===== config.mk =====
export PLATFORM = sky130hd
export DESIGN_NAME = main_fsm
export DESIGN_NICKNAME = d
export VERILOG_FILES = /design/src/rtl/ctrl_pkg.sv /design/src/rtl/op_class_deco.sv /design/src/rtl/main_fsm.sv
export SDC_FILE = /design/constraint.sdc
export NUM_CORES = 1
export LEC_CHECK = 0
export CAP_MARGIN = 20
export CELL_PAD_IN_SITES_DETAIL_PLACEMENT = 0
export CELL_PAD_IN_SITES_GLOBAL_PLACEMENT = 1
export CORE_UTILIZATION = 35
export DETAILED_ROUTE_END_ITERATION = 12
export DONT_BUFFER_PORTS = 1
export GPL_ROUTABILITY_DRIVEN = 0
export PLACE_DENSITY = 0.68
export REMOVE_ABC_BUFFERS = 1
export SLEW_MARGIN = 20
export SYNTH_ARGS = -nofsm -noshare
export SYNTH_HDL_FRONTEND = slang
export SYNTH_SLANG_ARGS = --single-unit

===== constraint.sdc =====
create_clock -name clk -period 2.9 [get_ports clk]
set_input_delay 0.29 -clock clk [delete_from_list [all_inputs] [get_ports clk]]
set_output_delay 0.29 -clock clk [all_outputs]
set_load 0.05 [all_outputs]

===== src/rtl/ctrl_pkg.sv =====
// ============================================================================
//  Module      : ctrl_pkg
//  Description : Shared opcodes, state/class enums and datapath select
//                encodings for the multicycle RISC-V control unit.
//  Revision    : 1.0 - initial release
// ============================================================================
`default_nettype none

package ctrl_pkg;

    localparam logic [6:0] C_OP_LOAD   = 7'b0000011;
    localparam logic [6:0] C_OP_STORE  = 7'b0100011;
    localparam logic [6:0] C_OP_RTYPE  = 7'b0110011;
    localparam logic [6:0] C_OP_ITYPE  = 7'b0010011;
    localparam logic [6:0] C_OP_BRANCH = 7'b1100011;
    localparam logic [6:0] C_OP_JAL    = 7'b1101111;
    localparam logic [6:0] C_OP_JALR   = 7'b1100111;
    localparam logic [6:0] C_OP_LUI    = 7'b0110111;

    typedef enum logic [3:0] {
        S_FETCH    = 4'd0,
        S_DECODE   = 4'd1,
        S_MEMADR   = 4'd2,
        S_MEMREAD  = 4'd3,
        S_MEMWB    = 4'd4,
        S_MEMWRITE = 4'd5,
        S_EXECR    = 4'd6,
        S_EXECI    = 4'd7,
        S_ALUWB    = 4'd8,
        S_BRANCH   = 4'd9,
        S_JAL      = 4'd10,
        S_JALR     = 4'd11,
        S_LINK     = 4'd12,
        S_LUI      = 4'd13,
        S_ILLEGAL  = 4'd14,
        S_TRAP     = 4'd15
    } state_t;

    typedef enum logic [3:0] {
        CLS_LOAD    = 4'd0,
        CLS_STORE   = 4'd1,
        CLS_RTYPE   = 4'd2,
        CLS_ITYPE   = 4'd3,
        CLS_BRANCH  = 4'd4,
        CLS_JAL     = 4'd5,
        CLS_JALR    = 4'd6,
        CLS_LUI     = 4'd7,
        CLS_ILLEGAL = 4'd8
    } op_class_t;

    localparam logic [1:0] C_RES_ALUOUT = 2'b00;
    localparam logic [1:0] C_RES_DATA   = 2'b01;
    localparam logic [1:0] C_RES_ALURES = 2'b10;

    localparam logic [1:0] C_SRCA_PC    = 2'b00;
    localparam logic [1:0] C_SRCA_OLDPC = 2'b01;
    localparam logic [1:0] C_SRCA_RD1   = 2'b10;
    localparam logic [1:0] C_SRCA_ZERO  = 2'b11;

    localparam logic [1:0] C_SRCB_RD2   = 2'b00;
    localparam logic [1:0] C_SRCB_IMM   = 2'b01;
    localparam logic [1:0] C_SRCB_FOUR  = 2'b10;

    localparam logic [1:0] C_ALU_ADD    = 2'b00;
    localparam logic [1:0] C_ALU_SUB    = 2'b01;
    localparam logic [1:0] C_ALU_FUNCT  = 2'b10;

    localparam logic [2:0] C_IMM_I      = 3'b000;
    localparam logic [2:0] C_IMM_S      = 3'b001;
    localparam logic [2:0] C_IMM_B      = 3'b010;
    localparam logic [2:0] C_IMM_J      = 3'b011;
    localparam logic [2:0] C_IMM_U      = 3'b100;

endpackage

`default_nettype wire


===== src/rtl/op_class_deco.sv =====
// ============================================================================
//  Module      : op_class_deco
//  Description : Combinational opcode classifier: instruction class,
//                immediate format and legality, with jalr/lui gating.
//  Revision    : 1.0 - initial release
// ============================================================================
`default_nettype none

module op_class_deco #(
    parameter int EN_JALR = 1,
    parameter int EN_LUI  = 1
) (
    input  logic [6:0] op,
    output logic [3:0] op_class,
    output logic [2:0] imm_src,
    output logic       legal
);
    import ctrl_pkg::*;

    op_class_t w_class;

    always_comb begin
        w_class = CLS_ILLEGAL;
        imm_src = C_IMM_I;
        case (op)
            C_OP_LOAD:   w_class = CLS_LOAD;
            C_OP_STORE:  begin w_class = CLS_STORE;  imm_src = C_IMM_S; end
            C_OP_RTYPE:  w_class = CLS_RTYPE;
            C_OP_ITYPE:  w_class = CLS_ITYPE;
            C_OP_BRANCH: begin w_class = CLS_BRANCH; imm_src = C_IMM_B; end
            C_OP_JAL:    begin w_class = CLS_JAL;    imm_src = C_IMM_J; end
            C_OP_JALR:   if (EN_JALR != 0) w_class = CLS_JALR;
            // A disabled lui is treated exactly like an unknown opcode.
            C_OP_LUI:    if (EN_LUI != 0) begin w_class = CLS_LUI; imm_src = C_IMM_U; end
            default:     w_class = CLS_ILLEGAL;
        endcase
    end

    assign op_class = w_class;
    assign legal    = (w_class != CLS_ILLEGAL);

endmodule

`default_nettype wire


===== src/rtl/main_fsm.sv =====
// ============================================================================
//  Module      : main_fsm
//  Description : Multicycle RISC-V control FSM: sequences each instruction
//                over 3-5 cycles with memory wait states and branch resolve.
//  Revision    : 1.0 - initial release
// ============================================================================
`default_nettype none

module main_fsm #(
    parameter int MEM_WAIT        = 1,
    parameter int TRAP_ON_ILLEGAL = 0,
    parameter int EN_JALR         = 1,
    parameter int EN_LUI          = 1
) (
    input  logic       clk,
    input  logic       reset,
    input  logic [6:0] op,
    input  logic [2:0] funct3,
    input  logic       zero,
    input  logic       mem_ready,
    output logic       pc_write,
    output logic       adr_src,
    output logic       ir_write,
    output logic       mem_req,
    output logic       mem_write,
    output logic       reg_write,
    output logic [1:0] result_src,
    output logic [1:0] alu_src_a,
    output logic [1:0] alu_src_b,
    output logic [1:0] alu_op,
    output logic [2:0] imm_src,
    output logic       illegal
);
    import ctrl_pkg::*;

    state_t     r_state;
    state_t     w_next;
    op_class_t  w_class;
    logic [3:0] w_class_raw;
    logic       w_legal;
    logic       w_ready;
    logic       w_unused_funct3;

    assign w_ready         = (MEM_WAIT != 0) ? mem_ready : 1'b1;
    assign w_class         = op_class_t'(w_class_raw);
    assign w_unused_funct3 = ^funct3[2:1];

    op_class_deco #(
        .EN_JALR (EN_JALR),
        .EN_LUI  (EN_LUI)
    ) u_deco (
        .op       (op),
        .op_class (w_class_raw),
        .imm_src  (imm_src),
        .legal    (w_legal)
    );

    always_ff @(posedge clk or posedge reset) begin
        if (reset) r_state <= S_FETCH;
        else       r_state <= w_next;
    end

    always_comb begin
        w_next = r_state;
        case (r_state)
            S_FETCH:    if (w_ready) w_next = S_DECODE;
            S_DECODE: begin
                if (!w_legal) w_next = S_ILLEGAL;
                else begin
                    case (w_class)
                        CLS_LOAD, CLS_STORE: w_next = S_MEMADR;
                        CLS_RTYPE:           w_next = S_EXECR;
                        CLS_ITYPE:           w_next = S_EXECI;
                        CLS_BRANCH:          w_next = S_BRANCH;
                        CLS_JAL:             w_next = S_JAL;
                        CLS_JALR:            w_next = S_JALR;
                        CLS_LUI:             w_next = S_LUI;
                        default:             w_next = S_ILLEGAL;
                    endcase
                end
            end
            S_MEMADR:   w_next = (w_class == CLS_LOAD) ? S_MEMREAD : S_MEMWRITE;
            S_MEMREAD:  if (w_ready) w_next = S_MEMWB;
            S_MEMWB:    w_next = S_FETCH;
            S_MEMWRITE: if (w_ready) w_next = S_FETCH;
            S_EXECR, S_EXECI, S_JAL, S_LINK, S_LUI: w_next = S_ALUWB;
            S_ALUWB, S_BRANCH: w_next = S_FETCH;
            S_JALR:     w_next = S_LINK;
            S_ILLEGAL:  w_next = (TRAP_ON_ILLEGAL != 0) ? S_TRAP : S_FETCH;
            S_TRAP:     w_next = S_TRAP;
            default:    w_next = S_FETCH;
        endcase
    end

    always_comb begin
        pc_write   = 1'b0;
        adr_src    = 1'b0;
        ir_write   = 1'b0;
        mem_req    = 1'b0;
        mem_write  = 1'b0;
        reg_write  = 1'b0;
        illegal    = 1'b0;
        result_src = C_RES_ALUOUT;
        alu_src_a  = C_SRCA_PC;
        alu_src_b  = C_SRCB_RD2;
        alu_op     = C_ALU_ADD;
        case (r_state)
            S_FETCH: begin
                mem_req    = 1'b1;
                alu_src_b  = C_SRCB_FOUR;
                result_src = C_RES_ALURES;
                ir_write   = w_ready;
                pc_write   = w_ready;
            end
            S_DECODE:   begin alu_src_a = C_SRCA_OLDPC; alu_src_b = C_SRCB_IMM; end
            S_MEMADR:   begin alu_src_a = C_SRCA_RD1;   alu_src_b = C_SRCB_IMM; end
            S_MEMREAD:  begin mem_req = 1'b1; adr_src = 1'b1; end
            S_MEMWB:    begin result_src = C_RES_DATA; reg_write = 1'b1; end
            S_MEMWRITE: begin mem_req = 1'b1; adr_src = 1'b1; mem_write = 1'b1; end
            S_EXECR:    begin alu_src_a = C_SRCA_RD1; alu_op = C_ALU_FUNCT; end
            S_EXECI: begin
                alu_src_a = C_SRCA_RD1;
                alu_src_b = C_SRCB_IMM;
                alu_op    = C_ALU_FUNCT;
            end
            S_ALUWB:    reg_write = 1'b1;
            S_BRANCH: begin
                alu_src_a = C_SRCA_RD1;
                alu_op    = C_ALU_SUB;
                pc_write  = zero ^ funct3[0];
            end
            S_JAL:      begin alu_src_a = C_SRCA_OLDPC; alu_src_b = C_SRCB_FOUR; pc_write = 1'b1; end
            S_JALR: begin
                alu_src_a  = C_SRCA_RD1;
                alu_src_b  = C_SRCB_IMM;
                result_src = C_RES_ALURES;
                pc_write   = 1'b1;
            end
            S_LINK:     begin alu_src_a = C_SRCA_OLDPC; alu_src_b = C_SRCB_FOUR; end
            S_LUI:      begin alu_src_a = C_SRCA_ZERO;  alu_src_b = C_SRCB_IMM; end
            S_ILLEGAL, S_TRAP: illegal = 1'b1;
            default: ;
        endcase
        // Reset holds the state at FETCH but must not let FETCH strobes escape.
        if (reset) begin
            pc_write  = 1'b0;
            ir_write  = 1'b0;
            mem_req   = 1'b0;
            mem_write = 1'b0;
            reg_write = 1'b0;
            illegal   = 1'b0;
        end
    end

endmodule

`default_nettype wire


==> run metrics <==
Starting DRT DRC Count 34; Reg area around 100 µm²; Residual DRC 0; Worst Hold Class in2reg; Avg Synthesized Cell Area 6.91 µm²; status complete, no violations; Tmin final 2.26 ns; layout cells sized above 1 0.238; Gate power share 0.726; top post-synthesis cells by area dfrtp_1 12%, nor3_1 5.6%, nor2_1 4.6%; total core area 2190 µm²; RSZ-0062 raised after global routing false; vias in the first global route slightly below 800; Int Power roughly 0.37 mW; antenna violations before repair 0; final instance area 967 µm²; pwr dens 996 nW/µm²; endpoints failing setup 0; H-tree depth 1; top flop regs r_state: 4 flops; Netlist cell types 46; f_max 0.442 GHz; sequential element share of the synthesized area 0.124; Synth Area in Compound Gates 0.280; pre-CTS WS 0.876 ns; GRT overflow 0; I/O pin cnt 32; Die Footprint 2510 µm²; clock buffer depth 2; final WL around 2.1 mm; Yosys top cell area share 0.124; number of flops mapped to enable cells by yosys 0; CP Capture Type primary output; CP required 2.61 ns; area delta synth->final 19.7%; CP Class reg2out; largest net degree at the start of global routing 25; Leak about 0.37 nW; Worst Path Max Fanout 24; Largest register FFs 4; Clk pwr share 0.071; CTS tree yes; post-route antenna net violation count 0; TritonCTS Buffers 3; Worst-path clk slew 0.04 ns; maximum VDD drop between 0.6 and 0.7 mV; largest family of logic cells by synthesized area simple AND/OR/NAND/NOR gates; Rel. slew slack 0.433; Synth Instances 117; net switching share of the total power 0.619; multi-input logic area ~680 µm²; biggest area consumer among synthesized cells dfrtp_1; Die Ht approximately 50 µm; Die X 50.1 µm; first-pass GRT wire length 3.47 mm; Synth top cells by count 10 x nor2_1, 9 x nand2_1, 9 x nor3_1; crit path DAT between 1.5 and 2 ns; worst hold slack 0.298 ns; Max-Cap Viols 0; Slew Viols, Final 0; Ys Warns 0; Post-CTS Setup Bufs 0; Setup WS post-layout 0.640 ns; fin crit share 0.779; Top reg by flops r_state; routed len/inst ~14 µm; Non-Filler Instances 150; most frequent cell after synthesis nor2_1; Rows 17; Psw 0.596 mW; Worst-Skew Late Latency around 0.23 ns; Antenna Cells 0; Async SR Flop Fraction 1.00; crit path launch type register; synthesized cell area 808 µm²; DP HPWL ~1.5 mm; Via density 5.90; Synth Area in Adders 0.0310; clock root buffer clkbuf_4; Top FF cell, synth dfrtp_1; Fin Setup TNS 0 ns; endpoints failing hold 0; XOR/XNOR Fraction of Synth Area 0.0759; #FFs+latches synth 4; I/O Buffers 0; clk_skew between 0.001 and 0.0015 ns; clk sinks 4; simple-gate share of the synthesized area 0.379; mux contribution to synthesized area 0.0139; Initial Util 0.369; FF-to-FF setup slack 1.04 ns; Placed Cells 146; Pre-Repair DR Iteration Count 4; Nets between 100 and 150; worst-margin pin slew 0.847 ns; Area after DPL 935 µm²; FILL cells 228; sequential power share 0.203; Vias 885; total track usage 0.178
-- layout by cell type, fill, tap and decap left out, types with 4 or more instances in the layout --
cell type / n
a21oi_1: 6
nor3_1: 9
dfrtp_1: 4
nand3_1: 5
inv_1: 5
nand2_1: 9
buf_4: 13
nor4_2: 4
nor2_1: 10
xnor2_1: 4
-- final cells by class --
| cell class | count | share of cell area |
|---|---|---|
| Inverter | 5 | 0.0194 |
| Timing Repair Buffer | 14 | 0.111 |
| Multi-Input combinational cell | 96 | 0.706 |
| Sequential cell | 4 | 0.103 |
| Tap cell | 28 | 0.0362 |
| Clock buffer | 3 | 0.0233 |
-- power groups by stage --
stage / clock network [mW] / registers [mW] / logic, mW
floorplan: 0 / 0.167 / 0.549
global placement: 0 / 0.192 / 0.694
detailed placement: 0 / 0.195 / 0.697
CTS: 0.0719 / 0.194 / 0.700
global route: 0.0796 / 0.205 / 0.746
finish: 0.0686 / 0.195 / 0.699
-- worst max-delay path: stages, from the launching register on --
cell and delay, ns:
dfrtp_1 0.82, xnor2_1 0.26, xnor2_1 0.19, a22o_1 0.46
-- worst paths after layout --
check | from | endpoint | cells after the start
worst min-delay path | mem_ready | r_state[0] | 3
worst max-delay path | r_state[3] | alu_src_b[0] | 3
max in group asynchronous | reset | r_state[2] | 2
worst min register to register | r_state[1] | r_state[3] | 2
worst max register to register | r_state[2] | r_state[0] | 4
min in group asynchronous | reset | r_state[0] | 2
-- cells by family (layout without fill, tap and decap cells) --
| family | after synthesis | count (layout) |
|---|---|---|
| mux | 1 | 1 |
| compound gates | 30 | 30 |
| xor+xnor | 7 | 7 |
| simple gates | 56 | 56 |
| flops | 4 | 4 |
| buf+inv | 17 | 22 |
| fa+ha+maj | 2 | 2 |
-- layer usage --
layer,global-route usage,vias up,share of wire
met4,0.0524,0,0
met3,0.0401,0,0.062
li1,-,444,-
met5,0,-,0
met1,0.215,408,0.45
met2,0.307,33,0.49
-- per-stage QoR --
step                utilization  power (mW)
finish                    0.441       0.963
global route              0.441        1.03
detailed placement        0.427       0.893
global placement          0.427       0.886
CTS                       0.441       0.966
floorplan                     -       0.716
-- timing repair --
item,in CTS,in global routing
gates resized for setup,0,0
endpoints found under the hold margin,4,0
hold buffers,1,0
(Power assumes the default switching activity.)
